[src/rtl/jtag_tap_sampled.sv]
// IEEE 1149.1 TAP controller that runs entirely on the system clock.
// tck/tms/tdi/trstn are oversampled, and TAP events are decoded from tck edges.
module jtag_tap_sampled #(
  parameter int                        IR_WIDTH      = 5,
  parameter logic [31:0]               IDCODE_VAL    = 32'h10E3_1913,
  parameter int                        USER_DR_WIDTH = 41,
  parameter logic [IR_WIDTH-1:0]       IR_IDCODE     = 5'h01,
  parameter logic [IR_WIDTH-1:0]       IR_USER       = 5'h11
) (
  input  logic                     clk,
  input  logic                     rstn,
  input  logic                     tck,
  input  logic                     tms,
  input  logic                     tdi,
  input  logic                     trstn,
  output logic                     tdo,
  output logic                     tdo_en,
  input  logic [USER_DR_WIDTH-1:0] user_capture_data,
  output logic                     user_capture,
  output logic [USER_DR_WIDTH-1:0] user_update_data,
  output logic                     user_update,
  output logic [IR_WIDTH-1:0]      ir_out
);

  typedef enum logic [3:0] {
    TLR, RTI, SEL_DR, CAP_DR, SHIFT_DR, EXIT1_DR, PAUSE_DR, EXIT2_DR, UPD_DR,
    SEL_IR, CAP_IR, SHIFT_IR, EXIT1_IR, PAUSE_IR, EXIT2_IR, UPD_IR
  } tap_state_e;

  tap_state_e state, state_next;

  logic tck_s1, tck_s2, tck_s3;
  logic tms_s1, tms_s2;
  logic tdi_s1, tdi_s2;
  logic trstn_s1, trstn_s2;

  logic [IR_WIDTH-1:0]      ir, ir_shift;
  logic [31:0]              dr_idcode;
  logic                     dr_bypass;
  logic [USER_DR_WIDTH-1:0] dr_user;

  logic tck_rise, tck_fall, trst, step;
  logic sel_idcode, sel_user, dr_lsb;

  // The third tck copy gives edge detection; tms/tdi share the same depth as tck_s2.
  always_ff @(posedge clk or negedge rstn) begin
    if (!rstn) begin
      tck_s1   <= 1'b0;
      tck_s2   <= 1'b0;
      tck_s3   <= 1'b0;
      tms_s1   <= 1'b0;
      tms_s2   <= 1'b0;
      tdi_s1   <= 1'b0;
      tdi_s2   <= 1'b0;
      trstn_s1 <= 1'b0;
      trstn_s2 <= 1'b0;
    end else begin
      tck_s1   <= tck;
      tck_s2   <= tck_s1;
      tck_s3   <= tck_s2;
      tms_s1   <= tms;
      tms_s2   <= tms_s1;
      tdi_s1   <= tdi;
      tdi_s2   <= tdi_s1;
      trstn_s1 <= trstn;
      trstn_s2 <= trstn_s1;
    end
  end

  assign tck_rise   = tck_s2 & ~tck_s3;
  assign tck_fall   = ~tck_s2 & tck_s3;
  assign trst       = ~trstn_s2;
  assign step       = tck_rise & ~trst;
  assign sel_idcode = (ir == IR_IDCODE);
  assign sel_user   = (ir == IR_USER);
  assign dr_lsb     = sel_idcode ? dr_idcode[0] : (sel_user ? dr_user[0] : dr_bypass);

  always_ff @(posedge clk or negedge rstn) begin
    if (!rstn) state <= TLR;
    else       state <= state_next;
  end

  always_comb begin
    state_next = state;
    if (trst) begin
      state_next = TLR;
    end else if (tck_rise) begin
      case (state)
        TLR:      state_next = tms_s2 ? TLR      : RTI;
        RTI:      state_next = tms_s2 ? SEL_DR   : RTI;
        SEL_DR:   state_next = tms_s2 ? SEL_IR   : CAP_DR;
        CAP_DR:   state_next = tms_s2 ? EXIT1_DR : SHIFT_DR;
        SHIFT_DR: state_next = tms_s2 ? EXIT1_DR : SHIFT_DR;
        EXIT1_DR: state_next = tms_s2 ? UPD_DR   : PAUSE_DR;
        PAUSE_DR: state_next = tms_s2 ? EXIT2_DR : PAUSE_DR;
        EXIT2_DR: state_next = tms_s2 ? UPD_DR   : SHIFT_DR;
        UPD_DR:   state_next = tms_s2 ? SEL_DR   : RTI;
        SEL_IR:   state_next = tms_s2 ? TLR      : CAP_IR;
        CAP_IR:   state_next = tms_s2 ? EXIT1_IR : SHIFT_IR;
        SHIFT_IR: state_next = tms_s2 ? EXIT1_IR : SHIFT_IR;
        EXIT1_IR: state_next = tms_s2 ? UPD_IR   : PAUSE_IR;
        PAUSE_IR: state_next = tms_s2 ? EXIT2_IR : PAUSE_IR;
        EXIT2_IR: state_next = tms_s2 ? UPD_IR   : SHIFT_IR;
        UPD_IR:   state_next = tms_s2 ? SEL_DR   : RTI;
        default:  state_next = TLR;
      endcase
    end
  end

  // Register actions key off the state being left on tck_rise; trst suppresses them.
  always_ff @(posedge clk or negedge rstn) begin
    if (!rstn) begin
      ir               <= IR_IDCODE;
      ir_shift         <= '0;
      dr_idcode        <= '0;
      dr_bypass        <= 1'b0;
      dr_user          <= '0;
      user_capture     <= 1'b0;
      user_update      <= 1'b0;
      user_update_data <= '0;
      tdo              <= 1'b0;
      tdo_en           <= 1'b0;
    end else begin
      user_capture <= 1'b0;
      user_update  <= 1'b0;
      if (step) begin
        case (state)
          CAP_IR:   ir_shift <= {{(IR_WIDTH-2){1'b0}}, 2'b01};
          SHIFT_IR: ir_shift <= {tdi_s2, ir_shift[IR_WIDTH-1:1]};
          UPD_IR:   ir <= ir_shift;
          CAP_DR: begin
            if (sel_idcode) begin
              dr_idcode <= IDCODE_VAL;
            end else if (sel_user) begin
              dr_user      <= user_capture_data;
              user_capture <= 1'b1;
            end else begin
              dr_bypass <= 1'b0;
            end
          end
          SHIFT_DR: begin
            if (sel_idcode)    dr_idcode <= {tdi_s2, dr_idcode[31:1]};
            else if (sel_user) dr_user   <= {tdi_s2, dr_user[USER_DR_WIDTH-1:1]};
            else               dr_bypass <= tdi_s2;
          end
          UPD_DR: begin
            if (sel_user) begin
              user_update_data <= dr_user;
              user_update      <= 1'b1;
            end
          end
          default: ;
        endcase
      end
      if (state_next == TLR) ir <= IR_IDCODE;
      if (tck_fall) begin
        tdo    <= (state == SHIFT_IR) ? ir_shift[0] : ((state == SHIFT_DR) ? dr_lsb : 1'b0);
        tdo_en <= (state == SHIFT_IR) || (state == SHIFT_DR);
      end
    end
  end

  assign ir_out = ir;

endmodule

[config.mk]
export PLATFORM = sky130hd
export DESIGN_NAME = jtag_tap_sampled
export DESIGN_NICKNAME = d
export VERILOG_FILES = /design/src/rtl/jtag_tap_sampled.sv
export SDC_FILE = /design/constraint.sdc
export NUM_CORES = 1
export LEC_CHECK = 0
export CORE_UTILIZATION = 53
export CTS_CLUSTER_DIAMETER = 40
export CTS_CLUSTER_SIZE = 24
export DETAILED_ROUTE_END_ITERATION = 16
export PLACE_DENSITY = 0.79
export SYNTH_ARGS = -nofsm -noshare
export SYNTH_HDL_FRONTEND = slang
export SYNTH_SLANG_ARGS = --single-unit
[constraint.sdc]
create_clock -name clk -period 2.38 [get_ports clk]
set_clock_uncertainty 0.1 [all_clocks]
set_input_delay 0.357 -clock clk [delete_from_list [all_inputs] [get_ports clk]]
set_output_delay 0.357 -clock clk [all_outputs]
set_load 0.01 [all_outputs]
; ---- Yosys cells after proc, flatten, opt, wreduce, memory -nomap -nowiden
; Index checks and enable logic that the tools add are counted.
[classes]
eq_ne = 25
n_mux = 42
n_bitwise = 5
reduce_logical = 16
[ops]
columns = operator, n
row1 = 2-to-1 mux 41 bit, 4
row2 = one-hot mux 41 bit (2 select lines), 1
row3 = 2-to-1 mux 32 bit, 2
row4 = one-hot mux 32 bit (2 select lines), 1
row5 = one-hot mux 4 bit (12 select lines), 1
row6 = "== test 4 bit, second input constant", 8
row7 = 2-to-1 mux 4 bit, 6
row8 = 2-to-1 mux 1 bit, 17
row9 = "== test 4 x 3 -> 1 bit, second input constant", 4
row10 = "!= test 2 bit, second input constant", 8
row11 = 2-to-1 mux 5 bit, 3
row12 = AND reduction 6 bit, 2
row13 = one-hot mux 5 bit (2 select lines), 1
row14 = "== test 4 x 2 -> 1 bit, second input constant", 2
row15 = zero test 4 bit, 2
row16 = nonzero test 2 bit, 4
row17 = 2-to-1 mux 2 bit, 3
row18 = 2-to-1 mux 3 bit, 2
row19 = "== test 5 x 1 -> 1 bit, second input constant", 1
row20 = "== test 5 bit, second input constant", 1
row21 = "== test 4 x 1 -> 1 bit, second input constant", 1
row22 = AND reduction 2 bit, 2
row23 = AND reduction 4 bit, 1
row24 = OR reduction 2 bit, 2
row25 = 6 further kinds, 9
[totals]
regBits = 142
inputBits = 47
output_inout_bits = 50
word_cells = 108

; ---- Logic depth before layout (Yosys ltp)
; Gate-level depths: netlist (run 1).
[logic_depth]
ltp_word = 8
ltp_mapped = 8
mapped_depth_nobuf = 5

; ---- Worst setup path before layout (run 1)
; No wires, ideal clock.
[synth_path]
kind = register to register
startpoint = reg ir[0] (netlist: ir_out[0])
endpoint = reg user_update_data[25]
arrival_time_ns = 1.683
required_ns = 2.153
slack_ns = 0.469
path_stages_with_launch = 6
path_buffers = 1
period_less_slack_ns = 1.911
path_cell_list = dfstp_2 nor4b_4 and3_2 nand4_4 buf_6 mux2_1
[synth_between]
elab_chain_len = 2
[synth_lines]
columns = element, line_no
row1 = start: declaration, 37  ; logic [IR_WIDTH-1:0] ir, ir_shift;
row2 = start signal: assignment, 130  ; UPD_IR: ir <= ir_shift;
row3 = == test 5 bit, 75  ; assign sel_user = (ir == IR_USER);
row4 = AND reduction 3 bit (no source line), --
row5 = end signal: assignment, 148  ; user_update_data <= dr_user;
row6 = end: declaration, 20  ; output logic [USER_DR_WIDTH-1:0] user_update_data,
; Every way passes these cells.
; A chain may end at the register's enable or synchronous reset.

; ---- Worst setup path in the final report (run 1)
[layout_path]
startpoint = reg state[3]
endpoint = reg ir[1] (netlist: ir_out[1])
[layout_between]
elab_chain_len = 8
[layout_lines]
columns = element, line_no
row1 = start: declaration, 30  ; tap_state_e state, state_next;
row2 = start signal: assignment, 80  ; else state <= state_next;
row3 = "== test 4 bit, or another cell as far along", 88  ; case (state)
row4 = OR reduction 3 bit (no source line) / OR reduction 2 bit (equally long branches), --
row5 = one-hot mux 4 bit (12 select lines) *, 88
row6 = 2-to-1 mux 4 bit *, 87  ; end else if (tck_rise) begin
row7 = 2-to-1 mux 4 bit *, 85  ; if (trst) begin
row8 = via state_next[0], 30
row9 = zero test 4 bit *, 155  ; if (state_next == TLR) ir <= IR_IDCODE;
row10 = nonzero test 2 bit (no source line), --
row11 = AND reduction 2 bit (no source line), --
; The timed path passes the listed nets; every way through them passes the cells marked *.

==> results of run 1 <==
-- routing by layer --
layer / wire, um / part of all wire, % / up-vias
li1: - / - / 2154
met3: 879 / 6.4 / 16
met1: 5660 / 41 / 2300
met2: 6960 / 51 / 182
met4: 150 / 1.1 / 0
met5: 0 / 0 / -
-- stage by stage --
step	cells	instance area (um2)
finish	822	7780
global route	822	7780
CTS	821	7750
detailed placement	790	7140
global placement	790	7140
floorplan	579	6070
-- logic make-up after synthesis --
group | count (synthesis) | synth area share (%)
DFF | 142 | 58.5
and+or+nand+nor | 253 | 18.7
muxes | 49 | 8.96
AOI/OAI and AO/OA | 86 | 9.13
buffers and inverters | 49 | 4.66
-- flip-flops by register name, summed over array words and instances (netlist names), 4 cells and up --
name	flops
dr_user	41
user_update_data	41
dr_idcode	32
ir_out	5
ir_shift	5
state	4
-- report_power, final --
part,internal (mW),switching [mW]
sequential,2.43,0.0208
combinational,0.104,0.111
clock,1.72,0.988
total,4.26,1.12
-- layout make-up --
type	instances	area (um2)
multi-input cells	388	2240
fillers	769	3200
clock buffers	21	470
flip-flops and latches	142	3560
repair buffers	114	1180
well taps	140	175
clock inverters	9	133
inverters	8	30.0
-- layout by cell type (no fill, tap or decap), types with 2 or more instances in the layout --
cell type / count
nand2b_1: 3
o21ai_1: 2
inv_6: 2
buf_4: 11
nor2b_1: 4
bufinv_16: 3
a211oi_1: 2
and3_2: 2
o211ai_1: 3
mux2_2: 34
o21ai_0: 19
inv_2: 2
nand3_1: 23
mux2_1: 9
nand3b_1: 2
nor4_4: 2
mux2i_1: 6
inv_1: 6
dfrtp_1: 140
nand2_1: 152
clkinv_2: 2
a21oi_1: 2
buf_12: 5
nor2_1: 50
a31oi_1: 45
clkinvlp_4: 2
clkbuf_8: 3
nor3b_1: 2
a311oi_1: 2
clkbuf_16: 18
o21bai_1: 2
clkdlybuf4s50_1: 95
-- how the worst max path moves through the flow --
stage	start	end	slack [ns]	cells past startpoint
finish	state[3]	ir_out[1]	0.18	5
global route	state[0]	ir_out[0]	0.007	6
CTS	state[1]	ir_out[1]	0.05	5
detailed placement	state[1]	dr_user[16]	0.16	6
global placement	state[3]	ir_out[3]	0.25	6
floorplan	ir_out[0]	user_update_data[25]	0.47	5
-- synth_stat cells, types with 2 or more instances --
cell and count:
buf_4 6, nand2b_1 3, nor2_1 50, nand2_1 152
o21bai_1 2, nand3_1 23, a211oi_1 2, o211ai_1 3
a31oi_1 45, nor2b_1 5, mux2i_1 6, a311oi_1 2
mux2_1 9, mux2_2 34, nor4_4 2, inv_1 6
buf_6 8, o21ai_0 19, dfrtp_1 141, nand3b_1 2
o21ai_1 2, buf_2 13, a21oi_1 2, clkbuf_1 14
nor3b_1 2, inv_2 2
-- worst max-delay path, cell delays in order (launching register included) --
cell and delay [ns]:
dfrtp_1 0.59, a2111oi_0 0.21, a311oi_1 0.41, a31oi_2 0.19, nor4_4 0.46, nor2_1 0.10
-- timing repair --
action | CTS | global route
hold buffers | 1 | 0
setup endpoints to repair | 0 | 19
resized for setup | 0 | 2
endpoints found under the hold margin | 36 | 0
==> key figures, run 1 <==
Run status
  • Status: finished clean

Worst setup path
  • Reg2Reg Depth: 5
  • Crit path DAT: 2.38 ns
  • Reg-to-reg endpoint: ir_out[1]
  • Setup CP Type: flop to flop
  • Internal reg-to-reg setup slack: 0.18 ns
  • Critical path peak fanout: 14
  • Startpoint type of the worst setup path: flop
  • Worst r2r src: state[3]
  • CP Capture Type: flop
  • Worst Path Required: between 2 and 3 ns

Route
  • Total wire length: 13600 um
  • Detailed-route via count: 4652
  • DR vias/cell: 5.66
  • ANT nets after route: 0
  • DRT iter0 DRCs: 240
  • Drt pass-1 iters: 5
  • Routed WL per cell: 16.6 um
  • DR DRC count: 0

Final layout
  • Fin util: between 70 and 80%
  • Layout cells sized above 1: 14.2%
  • Area Growth Syn to Fin: 28.2%
  • Nets: 718
  • Number of diodes: 0

Clock tree
  • CTS H-tree depth: 4
  • Postcts setup bufs: 0
  • CTS Sinks: around 140
  • Root buffer cell: clkbuf_16
  • Clock tree buffer depth: 2
  • CTS tree: done
  • Clock latency on the worst-skew pair: about 0.42 ns
  • Reg clk slew, reported paths: ~0.060 ns
  • CTS Buf Count: 17

GRT
  • Initial antenna violation count: 0
  • Gr ovfl total: 0
  • GRT busiest layer: met2
  • GR Util met2: 40.7%
  • Met3 usage in global routing: 6.04%
  • First-pass GRT wire length: about 22000 um
  • Vias in the first global route: 4616
  • Met1 GRT Util: 31.8%
  • Largest net degree at the start of global routing: 83
  • All-layer global routing usage: 24.5%

Die
  • Top Ports: 97
  • Die Span Y: between 100 and 150 um
  • FP Rows: 38
  • Die area: 11900 um2
  • Core box area: 11000 um2
  • Width of the die: 109 um
  • Starting Density: between 50 and 60%

Timing
  • Max Slew Vio Count: 0
  • Max Fclk: approximately 450 MHz
  • # setup viols final: 0
  • RSZ-0062 raised after global routing: no
  • Hold WS: 0.247 ns
  • Final min period: 2.20 ns
  • Final worst-path cycle share: 92.4%
  • Worst-Margin Slew: 0.569 ns
  • Max-Slew Margin vs Limit: 61.9%
  • Final hold violations: 0
  • Total negative slack: 0 ns
  • Setup ws final: 0.180 ns

Hold path
  • Hold Path Origin: tdi_s1
  • HP Class: flop to flop
  • Hold Path Cell Cnt: 0
  • WHS Endpoint: tdi_s2

Power and ir drop
  • Peak supply drop: 0.000653 V
  • Final Power: 5.38 mW
  • Pwr Density: 691 nW/um2
  • Pleak: 3.53 nW

Synth
  • Syn Std Cell Area: between 6000 and 7000 um2
  • Most area-hungry cell type in the Yosys netlist: dfrtp_1
  • Yosys reg bits: 142
  • Syn_nets: ~630
  • Sequential share of the synthesized area: 58.5%
  • Yosys warns: 0
  • Post-synth EDFFs: 0
  • Post-synth top flop: dfrtp_1
  • Cells after Synth: 579
  • FFs w/ async S/R, synth: 100%
  • Synth top area share: between 50% and 60%
  • Avg Cell Area, Syn: 10.5 um2
  • Area contributors post-synth: dfrtp_1, nand2_1, mux2_2, a31oi_1, nor2_1
  • Yosys cell types: 50

Placement
  • Port Buffers: 96
  • Pre-CTS setup slack: 0.160 ns
  • DPL Wire Length: approximately 8500 um
  • GPL Wtd Cong: roughly 0.80

Job
  • Max-cap violations: 0
Note: power is estimated with default switching activity, not from simulation.
==> run 2: changes to the inputs <==
CORE_MARGIN = 5   (was unset)
==> run 2 against run 1 <==
Effect of this change: utilization is 2.3 points lower; first-iteration DRC count is 57% higher; die area is 15% higher; clock power is 2% higher; critical path depth is 1 higher; sequential power hardly changed; sequential cell count stayed put; register-to-register slack better by 0.05 ns; sequential share of layout area is 0.13 points higher; cell count is 0.36% higher; critical path type unchanged.
==> key figures, run 2 (same netlist as run 1, synthesis figures left out) <==
Run status
  • Status: finished clean

Worst setup path
  • Critical Path Source: ir_out[0]
  • CP Capture Type: flop
  • Crit path DAT: 2.37 ns (about the same)
  • Worst r2r src: ir_out[0]
  • Startpoint type of the worst setup path: flop
  • Critical path peak fanout: 82 (+68)
  • Setup CP Type: flop to flop
  • Worst Path Required: 2.59 ns (+0.03 ns)

Timing
  • RSZ-0062 raised after global routing: no
  • Max Fclk: 464 MHz (+2.1%)
  • Worst-Margin Slew: 0.587 ns (+0.0186 ns)
  • Setup ws final: 0.225 ns (+0.0453 ns)
  • Final hold violations: 0 (unchanged)
  • Max Slew Vio Count: 0 (unchanged)
  • # setup viols final: 0 (unchanged)
  • Final min period: 2.15 ns (-0.0453 ns)
  • Max-Slew Margin vs Limit: 60.6% (-1.2 points)
  • Final worst-path cycle share: 90.5% (-1.9 points)
  • Total negative slack: 0 ns (unchanged)

Route
  • Detailed-route via count: 4615 (-0.80%)
  • DR vias/cell: 5.59 (-1.2%)
  • ANT nets after route: 0 (unchanged)
  • DR DRC count: 0 (unchanged)
  • Total wire length: 13700 um (+0.35%)
  • Drt pass-1 iters: 5 (unchanged)
  • DRT iter0 DRCs: 378 (+57%)
  • Routed WL per cell: 16.6 um (about the same)

Placement
  • DPL Wire Length: 8840 um (+3.4%)
  • Inst Count DP: 792 (+0.25%)
  • GPL Wtd Cong: 0.885 (+11%)
  • Pre-CTS setup slack: 0.146 ns (-0.0134 ns)
  • Port Buffers: 96 (unchanged)
  • Placed Area: 7120 um2 (-0.23%)

Die
  • Die Span Y: 117 um (+7.3%)
  • FP Rows: 39 (+2.6%)
  • Core box area: 11300 um2 (+3.1%)
  • Width of the die: 117 um (+7.3%)
  • Starting Density: 53.6% (-1.6 points)
  • Top Ports: 97 (unchanged)
  • Die area: 13700 um2 (+15%)

Job
  • Max-cap violations: 0 (unchanged)

Final layout
  • Most frequent cells in the layout: nand2_1, dfrtp_1, clkdlybuf4s50_1
  • Number of diodes: 0 (unchanged)
  • Post-route cell area: 7770 um2 (-0.21%)
  • Largest regs: dr_user x41, user_update_data x41, dr_idcode x32
  • Non-Filler Instances: 825 (+0.36%)
  • Area Growth Syn to Fin: 27.9%
  • Nets: 716 (-0.28%)
  • Most common cell after layout, fill and taps aside: nand2_1
  • Layout cells sized above 1: 14.5% (+0.29 points)

GRT
  • First-pass GRT wire length: 22800 um (+3.0%)
  • Gr ovfl total: 0 (unchanged)
  • Initial antenna violation count: 0 (unchanged)
  • All-layer global routing usage: 21.4% (-3.0 points)
  • Largest net degree at the start of global routing: 83 (unchanged)
  • Vias in the first global route: 4727 (+2.4%)

Power and ir drop
  • Pleak: 3.52 nW (-0.48%)
  • Switching Share: 21.0% (+0.23 points)
  • Switching power total: 1.14 mW (+1.8%)
  • Clock Power Share: 50.9% (+0.5 points)
  • Final Power: 5.42 mW (+0.72%)
  • Pwr Density: 698 nW/um2 (+0.93%)
  • P_int: 4.28 mW (+0.43%)
  • Sequential Power Share: 45.3% (-0.3 points)
  • Combinational Power Share: 3.8% (-0.2 points)
  • Peak supply drop: 0.000461 V (-29%)

Clock tree
  • Postcts setup bufs: 0 (unchanged)
  • Reg clk slew, reported paths: 0.06 ns (about the same)
  • Clock latency on the worst-skew pair: 0.41 ns (about the same)
  • Root buffer cell: clkbuf_16
  • Clock tree buffer depth: 2 (unchanged)
  • CTS Buf Count: 17 (unchanged)
  • CTS Sinks: 142 (unchanged)
  • CTS H-tree depth: 4 (unchanged)
  • CTS tree: done

Hold path
  • HP Class: flop to flop
  • Hold Path Origin: tdi_s1
-- run 2: changes by cell type in the layout (fill, tap and decap cells not counted), sizes merged --
| cell | previous run | this run |
|---|---|---|
| clkinv | 2 | 5 |
| buf | 17 | 16 |
| clkbuf | 22 | 21 |
| clkinvlp | 2 | 1 |
-- run 2: worst paths after layout --
kind | to | depth (start not counted) | slack (ns)
worst max-delay path | dr_user[11] | 6 | 0.23
worst min-delay path | tdi_s2 | 0 | 0.25
worst max register to register | dr_user[11] | 6 | 0.23
worst min register to register | tdi_s2 | 0 | 0.25
max in group asynchronous | user_update_data[34] | 3 | 1.04
min in group asynchronous | user_update_data[13] | 2 | 0.37
-- run 2: area by class of cell --
| class | count | area [um2] |
|---|---|---|
| Clock buffer | 21 | 470 |
| Clock inverter | 11 | 155 |
| Fill cell | 839 | 3550 |
| Inverter | 8 | 30.0 |
| Multi-Input combinational cell | 388 | 2240 |
| Sequential cell | 142 | 3560 |
| Tap cell | 143 | 179 |
| Timing Repair Buffer | 112 | 1130 |
-- run 2: critical path, stage by stage, from the launching register on --
cell and delay [ns]:
dfstp_2 0.54, nor4b_4 0.30, and3_2 0.31, and3_2 0.22
buf_12 0.28, nor2_1 0.07, a31oi_1 0.20
-- run 2: metal layers --
metal,GRT usage (%),routed length (um),part of all wire [%],vias up
met5,0,0,0,-
met4,7.65,220,1.6,0
met2,35.8,6750,49,162
li1,-,-,-,2160
met1,27.2,5820,43,2271
met3,5.60,905,6.6,22
-- run 2: metrics by stage --
stage	util [%]	hold WS, ns
after detailed placement	62.9	0.239
after floorplan	-	-0.0386
after global routing	68.6	0.257
after global placement	62.9	0.232
after CTS	68.5	0.254
final	68.6	0.251
-- run 2: power groups by stage --
stage	logic, mW	clock network (mW)	registers (mW)
finish	0.207	2.76	2.46
global route	0.231	2.92	2.46
CTS	0.210	2.81	2.46
detailed placement	0.206	0	2.50
global placement	0.202	0	2.50
floorplan	0.0722	0	2.49
-- run 2: what timing repair did --
action	4_1_cts	5_1_grt
hold buffers	1	0
endpoints found under the hold margin	54	0
gates resized for setup	0	4
endpoints found under the setup margin	0	42
